--- config.mk ---
export PLATFORM = sky130hd
export DESIGN_NAME = timer_bank
export DESIGN_NICKNAME = d
export VERILOG_FILES = /design/src/rtl/timer_bank_pkg.sv /design/src/rtl/timer_channel.sv /design/src/rtl/timer_bank.sv
export SDC_FILE = /design/constraint.sdc
export NUM_CORES = 1
export LEC_CHECK = 0
export CORE_MARGIN = 4
export CORE_UTILIZATION = 45
export DETAILED_ROUTE_END_ITERATION = 7
export DONT_BUFFER_PORTS = 1
export PLACE_DENSITY = 0.64
export SYNTH_ARGS = -nofsm -noshare
export SYNTH_HDL_FRONTEND = slang
export SYNTH_HIERARCHICAL = 1
export SYNTH_SLANG_ARGS = --single-unit
--- constraint.sdc ---
create_clock -name clk -period 3.8 [get_ports clk]
set_input_delay 0.57 -clock clk [delete_from_list [all_inputs] [get_ports clk]]
set_output_delay 0.57 -clock clk [all_outputs]
set_load 0.1 [all_outputs]
--- src/rtl/timer_bank_pkg.sv ---
// Shared definitions for the timer bank: register map, mode encoding and CTRL layout.
package timer_bank_pkg;

  localparam logic [1:0] REG_LOAD    = 2'd0;
  localparam logic [1:0] REG_CTRL    = 2'd1;
  localparam logic [1:0] REG_CNT_CMP = 2'd2;
  localparam logic [1:0] REG_STAT    = 2'd3;

  typedef enum logic [1:0] {
    MODE_ONESHOT = 2'd0,
    MODE_AUTO    = 2'd1,
    MODE_PWM     = 2'd2,
    MODE_STOP    = 2'd3
  } mode_e;

  localparam int unsigned CTRL_EN_BIT     = 0;
  localparam int unsigned CTRL_MODE_LSB   = 1;
  localparam int unsigned CTRL_IRQ_EN_BIT = 3;
  localparam int unsigned CTRL_PRESC_LSB  = 8;
  localparam int unsigned PRESC_W         = 8;

  typedef struct packed {
    logic [PRESC_W-1:0] presc;
    logic               irq_en;
    mode_e              mode;
    logic               en;
  } ctrl_t;

  // Bus view of a CTRL register; unused bits read as zero.
  function automatic logic [31:0] pack_ctrl(input ctrl_t c);
    return {16'h0000, c.presc, 4'h0, c.irq_en, c.mode, c.en};
  endfunction

endpackage

--- src/rtl/timer_channel.sv ---
// One timer channel: prescaler, down-counter, mode handling and pending bit.
// TIMER_BANK_PWM_EN enables the PWM mode and its compare register.
module timer_channel
  import timer_bank_pkg::*;
#(
  parameter int unsigned WIDTH = 32
) (
  input  logic             clk,
  input  logic             rst,
  input  logic             we_load,
  input  logic             we_ctrl,
  input  logic             we_cmp,
  input  logic             we_stat,
  input  logic [31:0]      wdata,
  output logic [WIDTH-1:0] load,
  output logic [WIDTH-1:0] count,
  output ctrl_t            ctrl,
  output logic             pending,
  output logic             ch_out,
  output logic             irq_req_c
);

  logic [WIDTH-1:0]   load_q, load_d;
  logic [WIDTH-1:0]   count_q, count_d;
  logic [PRESC_W-1:0] pc_q, pc_d;
  ctrl_t              ctrl_q, ctrl_d;
  logic               pending_q, pending_d;
  logic               out_q, out_d;
  mode_e              mode_eff;
  logic               running, start, tick, expire;

`ifdef TIMER_BANK_PWM_EN
  logic [WIDTH-1:0]   cmp_q, cmp_d;
`else
  logic               unused_cmp;
  assign unused_cmp = we_cmp;
`endif

  // Decode effective mode and this cycle's start/tick/expiry events.
  always_comb begin
`ifdef TIMER_BANK_PWM_EN
    mode_eff = ctrl_q.mode;
`else
    mode_eff = (ctrl_q.mode == MODE_PWM) ? MODE_STOP : ctrl_q.mode;
`endif
    running = ctrl_q.en && (mode_eff != MODE_STOP);
    start   = we_ctrl && wdata[CTRL_EN_BIT] && !ctrl_q.en;
    tick    = running && !start && (pc_q == ctrl_q.presc);
    expire  = tick && (count_q == '0);
  end

  // Next state: register writes, then counting; start overrides a tick.
  always_comb begin
    load_d    = load_q;
    count_d   = count_q;
    pc_d      = pc_q;
    ctrl_d    = ctrl_q;
    pending_d = pending_q;
    out_d     = out_q;
`ifdef TIMER_BANK_PWM_EN
    cmp_d     = cmp_q;
    if (we_cmp) cmp_d = wdata[WIDTH-1:0];
`endif
    if (we_load) load_d = wdata[WIDTH-1:0];
    if (we_ctrl) begin
      ctrl_d.en     = wdata[CTRL_EN_BIT];
      ctrl_d.mode   = mode_e'(wdata[CTRL_MODE_LSB +: 2]);
      ctrl_d.irq_en = wdata[CTRL_IRQ_EN_BIT];
      ctrl_d.presc  = wdata[CTRL_PRESC_LSB +: PRESC_W];
    end
    if (we_stat && wdata[0]) pending_d = 1'b0;

    if (start) begin
      count_d = load_q;
      pc_d    = '0;
      out_d   = 1'b0;
    end else if (running) begin
      pc_d = tick ? '0 : pc_q + PRESC_W'(1);
      if (expire) begin
        pending_d = 1'b1;
        case (mode_eff)
          MODE_ONESHOT: begin
            ctrl_d.en = 1'b0;
            out_d     = 1'b1;
          end
          MODE_AUTO: begin
            count_d = load_q;
            out_d   = ~out_q;
          end
          default: count_d = load_q;
        endcase
      end else if (tick) begin
        count_d = count_q - WIDTH'(1);
      end
    end else if (mode_eff == MODE_ONESHOT) begin
      out_d = 1'b0;
    end

`ifdef TIMER_BANK_PWM_EN
    if (running && !start && (mode_eff == MODE_PWM)) out_d = (count_d < cmp_q);
`endif
  end

  // State registers.
  always_ff @(posedge clk) begin
    if (rst) begin
      load_q    <= '0;
      count_q   <= '0;
      pc_q      <= '0;
      ctrl_q    <= '0;
      pending_q <= 1'b0;
      out_q     <= 1'b0;
`ifdef TIMER_BANK_PWM_EN
      cmp_q     <= '0;
`endif
    end else begin
      load_q    <= load_d;
      count_q   <= count_d;
      pc_q      <= pc_d;
      ctrl_q    <= ctrl_d;
      pending_q <= pending_d;
      out_q     <= out_d;
`ifdef TIMER_BANK_PWM_EN
      cmp_q     <= cmp_d;
`endif
    end
  end

  assign load      = load_q;
  assign count     = count_q;
  assign ctrl      = ctrl_q;
  assign pending   = pending_q;
  assign ch_out    = out_q;
  assign irq_req_c = pending_q & ctrl_q.irq_en;

endmodule

--- src/rtl/timer_bank.sv ---
// Multi-channel programmable timer on the MIO bus: decode, read mux and irq.
// TIMER_BANK_PWM_EN enables PWM mode and the per-channel CMP register.
module timer_bank
  import timer_bank_pkg::*;
#(
  parameter int unsigned NCH   = 4,
  parameter int unsigned WIDTH = 32
) (
  input  logic                    clk,
  input  logic                    rst,
  input  logic                    we,
  input  logic [$clog2(NCH)+1:0]  addr,
  input  logic [31:0]             wdata,
  output logic [31:0]             rdata,
  output logic [NCH-1:0]          ch_out,
  output logic                    irq
);

  localparam int unsigned AW = $clog2(NCH) + 2;

  logic [AW-1:0]    ch_sel;
  logic [1:0]       reg_sel;
  logic [WIDTH-1:0] load_w  [NCH];
  logic [WIDTH-1:0] count_w [NCH];
  ctrl_t            ctrl_w  [NCH];
  logic [NCH-1:0]   pending_w;
  logic [NCH-1:0]   irq_req_w;
  logic [31:0]      rdata_q, rdata_d;
  logic             irq_q, irq_d;

  assign ch_sel  = addr >> 2;
  assign reg_sel = addr[1:0];

  for (genvar i = 0; i < int'(NCH); i++) begin : g_ch
    logic hit;
    assign hit = we && (ch_sel == AW'(i));

    timer_channel #(.WIDTH(WIDTH)) u_ch (
      .clk       (clk),
      .rst       (rst),
      .we_load   (hit && (reg_sel == REG_LOAD)),
      .we_ctrl   (hit && (reg_sel == REG_CTRL)),
      .we_cmp    (hit && (reg_sel == REG_CNT_CMP)),
      .we_stat   (hit && (reg_sel == REG_STAT)),
      .wdata     (wdata),
      .load      (load_w[i]),
      .count     (count_w[i]),
      .ctrl      (ctrl_w[i]),
      .pending   (pending_w[i]),
      .ch_out    (ch_out[i]),
      .irq_req_c (irq_req_w[i])
    );
  end

  // Read mux over the pre-write register state; out-of-range channels read 0.
  always_comb begin
    rdata_d = '0;
    irq_d   = |irq_req_w;
    for (int unsigned i = 0; i < NCH; i++) begin
      if (ch_sel == AW'(i)) begin
        case (reg_sel)
          REG_LOAD:    rdata_d = 32'(load_w[i]);
          REG_CTRL:    rdata_d = pack_ctrl(ctrl_w[i]);
          REG_CNT_CMP: rdata_d = 32'(count_w[i]);
          default:     rdata_d = 32'(pending_w[i]);
        endcase
      end
    end
  end

  // Registered read data and interrupt.
  always_ff @(posedge clk) begin
    if (rst) begin
      rdata_q <= '0;
      irq_q   <= 1'b0;
    end else begin
      rdata_q <= rdata_d;
      irq_q   <= irq_d;
    end
  end

  assign rdata = rdata_q;
  assign irq   = irq_q;

endmodule

# Yosys cells after proc, flatten, opt, wreduce, memory -nomap -nowiden
# Index checks and enable logic that the tools add are counted.
[word_totals] out_inout_bits=37 elab_cells=263 in_bits=39 register_bits=377
[classes] bitwise_logic=8 eq_ne=34 muxes=88 reduce_logical=87 n_addsub=8
[op_table] cell="32-bit 2-to-1 mux" count=24
[op_table] cell="32-bit case mux with 3 select lines" count=4
[op_table] cell="32-bit zero test" count=4
[op_table] cell="32-bit by 1-bit subtractor with 32-bit output, second input constant" count=4
[op_table] cell="1-bit 2-to-1 mux" count=48
[op_table] cell="1-bit logical AND" count=44
[op_table] cell="8-bit by 1-bit adder with 8-bit output, second input constant" count=4
[op_table] cell="8-bit equality test" count=4
[op_table] cell="8-bit 2-to-1 mux" count=4
[op_table] cell="3-bit AND reduction" count=8
[op_table] cell="2-bit equality test, second input constant" count=8
[op_table] cell="2-bit inequality test, second input constant" count=8
[op_table] cell="2-bit nonzero test" count=8
[op_table] cell="2-bit by 1-bit equality test with 1-bit output, second input constant" count=6
[op_table] cell="3-bit by 2-bit inequality test with 1-bit output, second input constant" count=4
[op_table] cell="3-bit inequality test, second input constant" count=4
[op_table] cell="3-bit nonzero test" count=4
[op_table] cell="2-bit zero test" count=5
[op_table] cell="1-bit zero test" count=8
[op_table] cell="2-bit 2-to-1 mux" count=4
[op_table] cell="1-bit case mux with 2 select lines" count=4
[op_table] cell="2-bit OR reduction" count=4
[op_table] cell="1-bit AND" count=4
[op_table] cell="4-bit zero test" count=1
[op_table] cell="2 further kinds" count=5

# Logic depth before layout (Yosys ltp)
[depth] word_depth=12 ltp_mapped=13 mapped_depth_nobuf=9

# Hierarchy
# The synthesis kept the hierarchy.
[modules_own_cells] module="timer_channel at g_ch[1].u_ch ..." instances=3 cells_each=493 area_per_inst_um2=4264.1 seq_area_each_um2=1721.7
[modules_own_cells] module="timer_channel at g_ch[0].u_ch" instances=1 cells_each=488 area_per_inst_um2=4291.6 seq_area_each_um2=1721.7
[modules_own_cells] module="timer_bank" instances=1 cells_each=413 area_per_inst_um2=3575.9 seq_area_each_um2=660.6

# Least setup slack after synthesis
# OpenSTA, ideal clock, no wires.
[synth_timing] path_kind="in2reg" start="in addr[1]" end="reg g_ch[0].u_ch.count_q[12]" cell_stages=12 required_ps=3705 path_buffers=4 setup_slack_ps=915 arrival_time_ps=2789 setup_time_ps=95 path_cell_list="buf_4 -> inv_2 -> clkbuf_1 -> nand3_1 -> nor2_1 -> nand2_1 -> or2_2 -> clkbuf_1 -> clkbuf_1 -> nand4_1 -> o21ai_0 -> a221oi_1"
[synth_between] elab_chain_len=11 word_cells_on_any_way=15 cone_classes="eq/ne: 2; mux: 3; reduce/logical: 10"
[synth_rtl] element="start, declared" line="timer_bank.sv:12" text="input logic [$clog2(NCH)+1:0] addr,"
[synth_rtl] element="2-bit by 1-bit equality test with 1-bit output *" line="timer_bank.sv:42" text=".we_ctrl (hit && (reg_sel == REG_CTRL)),"
[synth_rtl] element="1-bit logical AND *" line="timer_bank.sv:42"
[synth_rtl] element="1-bit logical AND * (2 in series)" line="timer_channel.sv:47" text="start = we_ctrl && wdata[CTRL_EN_BIT] && !ctrl_q.en;"
[synth_rtl] element="1-bit zero test" line="timer_channel.sv:48" text="tick = running && !start && (pc_q == ctrl_q.presc);"
[synth_rtl] element="1-bit logical AND (2 in series)" line="timer_channel.sv:48"
[synth_rtl] element="1-bit logical AND" line="timer_channel.sv:49" text="expire = tick && (count_q == '0);"
[synth_rtl] element="32-bit 2-to-1 mux" line="timer_channel.sv:79" text="if (expire) begin"
[synth_rtl] element="32-bit 2-to-1 mux" line="timer_channel.sv:77" text="end else if (running) begin"
[synth_rtl] element="32-bit 2-to-1 mux" line="timer_channel.sv:73" text="if (start) begin"
[synth_rtl] element="end signal, assigned" line="timer_channel.sv:118" text="count_q <= count_d;"
[synth_rtl] element="end, declared" line="timer_channel.sv:24" text="logic [WIDTH-1:0] count_q, count_d;"
# Every way passes the cells marked *; elsewhere a longest branch is shown, timed or not. The select of a mux whose other input is x is not followed.
# A chain may end at the register's enable or synchronous reset.

# Worst setup path after layout
[layout_timing] start="reg g_ch[3].u_ch.count_q[0]" end="reg g_ch[3].u_ch.out_q"
[layout_between] elab_chain_len=4 word_cells_on_any_way=5 cone_classes="eq/ne: 2; reduce/logical: 3"
[layout_rtl] element="start, declared" line="timer_channel.sv:24"
[layout_rtl] element="start signal, assigned" line="timer_channel.sv:118"
[layout_rtl] element="32-bit zero test *" line="timer_channel.sv:49"
[layout_rtl] element="1-bit logical AND *" line="timer_channel.sv:49"
[layout_rtl] element="3-bit inequality test (no line) or 2-bit inequality test (tied branches)"
[layout_rtl] element="3-bit AND reduction (no line) *"
[layout_rtl] element="end signal, assigned" line="timer_channel.sv:122" text="out_q <= out_d;"
[layout_rtl] element="end, declared" line="timer_channel.sv:28" text="logic out_q, out_d;"
# Every way passes the cells marked *; elsewhere a longest branch is shown, timed or not.

==> key figures <==
Worst setup path
  – Crit start category: flop
  – Register-to-register setup slack: 450 ps
  – CP endpoint kind: flop
  – Reg2reg path depth: 7
  – Worst endpoint required time: 4250 ps
  – Critical Path AT: 3800 ps
  – Reg2reg start: g_ch[3].u_ch/count[0]
  – R2r endpoint: g_ch[3].u_ch/ch_out
  – Critical path class: reg2reg
  – CP Max Fanout: 13

Pwr
  – NetSw: about 2.8 mW
  – VDD IR max: 0.436 mV
  – Pint: roughly 7.0 mW
  – Clock share of power: 43.9%
  – Comb power frac: 13.4%
  – Register share of total power: 42.7%
  – Leakage dissipation: 8.15 nW
  – Sw Ratio: between 20% and 30%
  – Power per cell area: 439 mW/mm^2

Clocking
  – Clk_lat worst skew: 600 ps
  – Clock root buffer: clkbuf_16
  – Clk slew on worst S/H paths: approximately 60 ps
  – Num CTS Buffers: 43
  – Cts hold-fix bufs: 0
  – Setup Buffers After CTS: 0
  – Max Root-Sink Buffers: 3
  – CTS tree: done
  – TritonCTS Sinks: 377
  – Post-CTS Resized: 0
  – CTS H-tree depth: 2

STA
  – Hold slack: roughly 130 ps
  – Fin Setup TNS: 0 ps
  – RSZ-0062 raised after global routing: no
  – Final setup viols: 0
  – Hold Fails Final Rpt: 0
  – Fin Clk Skew: 38.8 ps
  – Max-slew violations: 0
  – Max transition margin: 24.2%
  – Crit path time final: 3350 ps
  – Post-route setup slack: 450 ps
  – Period utilization: 88.2%
  – Worst slew pin tran: 1140 ps
  – Fmax: 298 MHz

Detailed routing
  – DR vias/cell: 6.72
  – Pre-antenna DRT Iters: 6
  – Antenna Nets Post-Route: 0
  – Vias: slightly below 20k
  – Routed wire length: 84000 um
  – DRT iter0 DRCs: 2960
  – Average wire per standard cell: around 29 um
  – Post-route DRC: 0

Final layout
  – Nets@finish: about 2.3k
  – Final non-filler cell total: 2924
  – P&R area growth vs syn: 8.69%
  – Share of layout cells above drive strength 1: 11.4%
  – Design area: between 0.02 and 0.025 mm^2
  – Fillcell total: 4373

Global routing
  – Number of global-route vias before repair: 18.5k
  – Global Route Usage Sum: around a third
  – Gr ovfl total: 0
  – Largest net degree at the start of global routing: 309
  – Antenna violations before repair: 2
  – First-pass GRT wire length: 124000 um

Place
  – PortBufs: 0
  – GP Congestion: 0.978
  – Placed Area: between 0.02 and 0.025 mm^2
  – Dpl cells: 2847
  – Hpwl dp: roughly 60000 um
  – Place WS: 547 ps

Worst hold path
  – Worst Hold Depth: 2
  – Hold_sp: wdata[4]
  – Class of the worst hold path: in2reg
  – Hold worst-path end: g_ch[2].u_ch/load[4]

Synth
  – Synth Area per Inst: 8.69 um^2
  – Post-Syn Nets: 2422
  – Mapped Cells: 2375
  – Synth Cell Area: 0.0206 mm^2
  – Synthesis Warnings: 6

Floorplanning
  – Core area: 0.0454 mm^2
  – Starting Density: between 40% and 50%
  – Total Die Area: 0.0494 mm^2
  – Row cnt: 78
  – IO Count: 76
  – Die Wd: 222 um
  – Die Y-Extent: 222 um

Run
  – Max cap viols: 0

Outcome
  – Outcome: finished, final reports clean
[how the worst max path moves through the flow]
stage / from / end / slack (ps) / depth (start not counted)
4_1_cts: g_ch[3].u_ch/count[0] / g_ch[3].u_ch/ch_out / 530 / 7
3_3_place_gp: g_ch[2].u_ch/count[0] / g_ch[2].u_ch/count[25] / 640 / 8
5_1_grt: g_ch[3].u_ch/count[0] / g_ch[3].u_ch/ch_out / 310 / 7
6_report: g_ch[3].u_ch/count[0] / g_ch[3].u_ch/ch_out / 450 / 7
3_5_place_dp: g_ch[3].u_ch/count[0] / g_ch[3].u_ch/count[21] / 550 / 8
2_1_floorplan: addr[1] / g_ch[0].u_ch/count[12] / 920 / 12
[metrics by stage]
stage               utilization [%]  total power [mW]
finish                         49.4              9.84
global route                   49.4              10.1
CTS                            49.4              9.83
detailed placement             46.2              5.55
global placement               46.2              5.54
floorplan                         -              5.30
[registers in the layout, summed over array words and instances (netlist names)]
signal,count
g_ch.u_ch/count,128
g_ch.u_ch/pc_q,32
g_ch.u_ch/ch_out,4
irq,1
g_ch.u_ch/load,128
g_ch.u_ch/pending,4
g_ch.u_ch/ctrl,48
rdata,32
[routing by layer]
layer	routed length, um	up-vias	global-route usage (%)
met5	0	-	0
met4	4560	0	15.3
met3	9060	207	7.70
met2	35000	1119	47.2
met1	35400	9602	45.8
li1	-	8718	-
[cell type report]
| cell class | instances | area [um^2] | share of cell area, % |
|---|---|---|---|
| multi-input cells | 1755 | 12100 | 53.8 |
| well taps | 600 | 751 | 3.35 |
| repair buffers | 50 | 375 | 1.67 |
| clock buffers | 59 | 1260 | 5.61 |
| diodes | 1 | 2.50 | 0.0112 |
| clock inverters | 17 | 189 | 0.842 |
| flip-flops and latches | 377 | 7550 | 33.6 |
| inverters | 65 | 244 | 1.09 |
[cell usage in the layout (no fill, tap or decap), drive strengths merged, types with 23 or more instances in the layout]
cell type / n
dfxtp: 377
a22oi: 67
a211oi: 32
nand2: 122
nor3: 88
nand4: 29
nand3: 60
o211ai: 23
mux2i: 202
xor2: 50
nor2: 321
buf: 50
mux2: 52
a31oi: 36
clkbuf: 59
nor4: 50
a221oi: 32
o32ai: 34
a21oi: 145
inv: 66
o21ai: 91
[worst max-delay path, cell delays in order, from the launching register on]
cell and delay (ps):
dfxtp_1 370, inv_1 120, ha_1 230, nor4b_2 540
nand4_1 300, nor3_1 540, nand2_1 540, a2111oi_0 550
[power by group through the flow]
stage | registers, mW | clock network, mW | logic (mW)
after floorplan | 4.24 | 0 | 1.06
after global placement | 4.28 | 0 | 1.26
after detailed placement | 4.28 | 0 | 1.27
after CTS | 4.19 | 4.36 | 1.28
after global routing | 4.20 | 4.53 | 1.41
final | 4.20 | 4.32 | 1.32
Power figures use the tool's default switching activity.
